--- config.mk ---
export PLATFORM = sky130hd
export DESIGN_NAME = dff_pipe
export DESIGN_NICKNAME = d
export VERILOG_FILES = /design/src/rtl/dff_pipe.sv
export SDC_FILE = /design/constraint.sdc
export NUM_CORES = 1
export LEC_CHECK = 0
export CELL_PAD_IN_SITES_DETAIL_PLACEMENT = 1
export CELL_PAD_IN_SITES_GLOBAL_PLACEMENT = 1
export CORE_ASPECT_RATIO = 1.25
export CORE_MARGIN = 3
export CORE_UTILIZATION = 35
export DETAILED_ROUTE_END_ITERATION = 6
export GPL_TIMING_DRIVEN = 0
export PLACE_DENSITY = 0.77
export RECOVER_POWER = 25
export SYNTH_ARGS = -nofsm -noshare
export SYNTH_HDL_FRONTEND = slang
export SYNTH_SLANG_ARGS = --single-unit
--- constraint.sdc ---
create_clock -name clk -period 5.59 [get_ports clk]
set_input_delay 0.559 -clock clk [delete_from_list [all_inputs] [get_ports clk]]
set_output_delay 0.559 -clock clk [all_outputs]
set_load 0.01 [all_outputs]
--- src/rtl/dff_pipe.sv ---
// dff_pipe: bubble-collapsing valid/ready register pipeline; define DFF_PIPE_STATS_EN to add the stall_cnt output
module dff_pipe #(
  parameter int WIDTH = 8,
  parameter int DEPTH = 4,
  parameter logic [WIDTH-1:0] RST_VAL = '0
) (
  input  logic clk,
  input  logic rs_n,
  input  logic sclr,
  input  logic in_valid,
  output logic in_ready,
  input  logic [WIDTH-1:0] in_data,
  output logic out_valid,
  input  logic out_ready,
  output logic [WIDTH-1:0] out_data,
  output logic [$clog2(DEPTH+1)-1:0] count
`ifdef DFF_PIPE_STATS_EN
  ,
  output logic [15:0] stall_cnt
`endif
);
  localparam int CW = $clog2(DEPTH + 1);
  logic [DEPTH-1:0] v, v_nxt, load, pv;
  logic [WIDTH-1:0] d [DEPTH];
  logic [WIDTH-1:0] pd [DEPTH];
  logic [CW-1:0] cnt_nxt;
  logic acc;
  // a stage loads when it or any stage ahead of it is empty, or the output drains
  always_comb begin
    acc = out_ready;
    load = '0;
    for (int i = DEPTH - 1; i >= 0; i--) begin
      acc = acc || !v[i];
      load[i] = acc;
    end
    pv = DEPTH'({v, in_valid});
    pd[0] = in_data;
    for (int i = 1; i < DEPTH; i++) pd[i] = d[i-1];
    v_nxt = sclr ? '0 : (load & pv) | (~load & v);
    cnt_nxt = '0;
    for (int i = 0; i < DEPTH; i++) cnt_nxt = cnt_nxt + CW'(v_nxt[i]);
  end
  assign in_ready = rs_n && load[0] && !sclr;
  assign out_valid = v[DEPTH-1];
  assign out_data = d[DEPTH-1];
  // stage registers: sclr reloads RST_VAL, otherwise each loading stage takes its predecessor
  always_ff @(posedge clk or negedge rs_n)
    if (!rs_n) begin
      v <= '0;
      count <= '0;
      for (int i = 0; i < DEPTH; i++) d[i] <= RST_VAL;
    end else begin
      v <= v_nxt;
      count <= cnt_nxt;
      for (int i = 0; i < DEPTH; i++) d[i] <= sclr ? RST_VAL : load[i] ? pd[i] : d[i];
    end
`ifdef DFF_PIPE_STATS_EN
  // saturating count of cycles where the output beat is held back by downstream
  always_ff @(posedge clk or negedge rs_n)
    if (!rs_n) stall_cnt <= '0;
    else if (sclr) stall_cnt <= '0;
    else if (out_valid && !out_ready && stall_cnt != 16'hFFFF) stall_cnt <= stall_cnt + 16'd1;
`endif
endmodule

==> impl_metrics.env <==
export IMPL_place_ws_ns=2.702
export IMPL_startpoint="rs_n"
export IMPL_yosys_top_cells_area="dfrtp_1 54%, nand2_1 8.5%, a21oi_1 6.3%"
export IMPL_cts_clk_slew_worst_paths_ns=0.07
export IMPL_coreArea_um2=4870
export IMPL_row_count=28
export IMPL_syn_area_um2=1814
export IMPL_synthesis_nets=193
export IMPL_max_stage_delay_ns=1.48
export IMPL_rr_startpoint="v[3]"
export IMPL_synth_ff_latch_count=39
export IMPL_cp_required_ns=5.03
export IMPL_r2r_slack_ns=3.38
export IMPL_tns_ns=0
export IMPL_diodes=0
export IMPL_die_w_um=70.40
export IMPL_clkSinkCount=39
export IMPL_area_growth_pct=21.72
export IMPL_dr_pass1_iters=4
export IMPL_finalSetupViolCount=0
export IMPL_powerDensity_nw_per_um2=238.6
export IMPL_hpwl_um=2363
export IMPL_synth_area_per_cell_um2=10.25
export IMPL_rsz0062_at_grt="false"
export IMPL_detail_route_vias_per_cell=4.524
export IMPL_critPathKind="in -> out"
export IMPL_max_freq_mhz=288.2
export IMPL_whs_ns=0.5193
export IMPL_yosysMostFrequentCell="nand2_1"
export IMPL_grt_use_met1=0.1220
export IMPL_busiest_layer="met2"
export IMPL_fin_ws_ns=2.120
export IMPL_drive_above_1_share=0.1435
export IMPL_status="finished with violations"
export IMPL_synth_cell_types=28
export IMPL_synth_top_area_share=0.5379
export IMPL_fin_crit_sh=0.6208
export IMPL_cp_slowest_cell="clkbuf_1"
export IMPL_synth_warning_count=0
export IMPL_path_max_fanout=40
export IMPL_synth_top_cells_by_count="41 x nand2_1, 39 x dfrtp_1, 23 x a21oi_1"
export IMPL_port_buffers=24
export IMPL_fin_nets=224
export IMPL_wl_per_cell_um=11.65
export IMPL_gp_congestion=0.6647
export IMPL_violations="max-capacitance violations, max-slew violations"
export IMPL_cts_path_max_buffers=2
export IMPL_holdPathStages=2
export IMPL_cts_tree="built"
export IMPL_wl_um=3133
export IMPL_yosysTopAreaCell="dfrtp_1"
export IMPL_hp_start="out_data[7]"
export IMPL_drtIter0Drc=30
export IMPL_ir_worst_vdd_mv=0.1399
export IMPL_grt_antenna_before_repair=0
export IMPL_ys_seq_area_frac=0.5379
export IMPL_die_area_um2=6089
export IMPL_ant_nets=0
export IMPL_slew_headroom=-0.4002
export IMPL_whs_endpoint="out_data[7]"
export IMPL_crit_path_end_kind="output port"
export IMPL_start_util=0.3726
export IMPL_synth_edf_count=0
export IMPL_overflow=0
export IMPL_hold_viol=0
export IMPL_gr_usage_all_layers=0.1186
export IMPL_r2r_end="count[1]"
export IMPL_hold_path_class="reg -> reg"
export IMPL_cts_setup_buffers=0
export IMPL_layout_min_cycle_time_ns=3.470
export IMPL_grt_pass1_wl_um=5651
export IMPL_path_cells="clkbuf_1, nor3b_1, clkdlybuf4s50_1"
export IMPL_tightest_slew_ns=2.100
export IMPL_drc_errors=0
export IMPL_leakagePower_uw=0.0009805
export IMPL_finalMaxSlewViolations=41
export IMPL_skew_ns=0.004349
export IMPL_grt_max_degree=41
export IMPL_vias=1217
export IMPL_die_h_um=86.50
export IMPL_cap_violations=1
export IMPL_synthFlopType="dfrtp_1"
export IMPL_cts_resized_gates=0
export IMPL_ios=26
export IMPL_root_buffer="clkbuf_8"
export IMPL_met3_usage=0.03944
export IMPL_cts_made_buffers=5
export IMPL_netlist_instances=177
export IMPL_startpoint_type="primary input"
export IMPL_grt_pass1_vias=1268
export IMPL_h_tree_depth=2
export IMPL_async_reset_ff_frac=1.000
export IMPL_use_met2=0.2147
export IMPL_rr_worst_depth=8
export IMPL_cts_hold_buf=0
export IMPL_worst_ep_arrival_time_ns=2.91
export IMPL_insertion_delay_ns=0.29
through the flow:
step           power (uW)    util  area (um^2)  instances
3_5_place_dp        350.1  0.4363         2125        261
2_1_floorplan       325.3       -         1814        177
5_1_grt             553.5  0.4535         2208        269
6_report            526.8  0.4535         2208        269
4_1_cts             537.0  0.4538         2210        269
3_3_place_gp        348.9  0.4373         2130        261
critical path: cells and delay by family:
| kind | cells | cell delay, ns |
|---|---|---|
| AND/OR/NAND/NOR | 1 | 0.31 |
| buffers and inverters | 2 | 2.05 |
layer usage:
metal  part of all wire  up-vias
met4              0.022        0
li1                   -      625
met5                  0        -
met1               0.42      562
met3              0.049        6
met2               0.51       24
logic make-up (layout without fill, tap and decap cells):
logic type / count (synthesis) / count (layout) / share of synthesized area
mux: 8 / 8 / 0.04414
flops: 39 / 39 / 0.5379
compound gates: 27 / 27 / 0.08276
fa+ha+maj: 3 / 3 / 0.02483
simple gates: 78 / 78 / 0.2269
buf+inv: 22 / 54 / 0.08343
layout by cell type, fill, tap and decap left out:
| cell | n |
|---|---|
| clkinv_2 | 1 |
| a21oi_2 | 2 |
| or2_1 | 2 |
| nor2_2 | 1 |
| ha_1 | 2 |
| buf_2 | 1 |
| clkbuf_1 | 6 |
| nand3b_4 | 1 |
| buf_4 | 9 |
| dfrtp_1 | 39 |
| nand2_1 | 41 |
| and4b_1 | 1 |
| nand3_2 | 2 |
| a21oi_1 | 23 |
| o21ba_2 | 1 |
| buf_8 | 1 |
| buf_1 | 1 |
| mux2i_1 | 8 |
| nor2_1 | 3 |
| clkdlybuf4s50_1 | 23 |
| nand4b_2 | 1 |
| nor2_4 | 1 |
| nor3b_1 | 1 |
| nand3_1 | 6 |
| nand2b_1 | 17 |
| fa_1 | 1 |
| inv_1 | 3 |
| clkbuf_8 | 5 |
| and2b_1 | 1 |
| o21bai_1 | 1 |
| buf_6 | 3 |
| clkinvlp_4 | 1 |
state kept, by name, indices dropped and copies added (netlist names):
register and flops:
d 24, count 3, out_data 8, v 4
area by class of cell:
| class | instances | area, um^2 |
|---|---|---|
| fill | 574 | 2661 |
| sequential | 39 | 975.9 |
| multi-input combinational | 116 | 686.9 |
| timing repair buffer | 24 | 234.0 |
| buffer | 19 | 140.1 |
| tap | 60 | 75.07 |
| clock buffer | 6 | 72.57 |
| clock inverter | 2 | 12.51 |
| inverter | 3 | 11.26 |
how the worst max path moves through the flow:
| stage | cells past startpoint | endpoint | slack (ns) |
|---|---|---|---|
| after global routing | 3 | in_ready | 1.69 |
| final | 3 | in_ready | 2.12 |
| after detailed placement | 9 | count[1] | 2.70 |
| after global placement | 3 | in_ready | 1.88 |
| after floorplan | 8 | count[1] | 3.34 |
| after CTS | 6 | in_ready | 2.73 |
power breakdown:
| group | switching [uW] | internal [uW] | leakage [uW] |
|---|---|---|---|
| combinational | 22.6 | 23.2 | 0.000414 |
| clock | 96.7 | 87.1 | 0.0000412 |
| sequential | 5.42 | 292 | 0.000525 |
(Power assumes the default switching activity.)
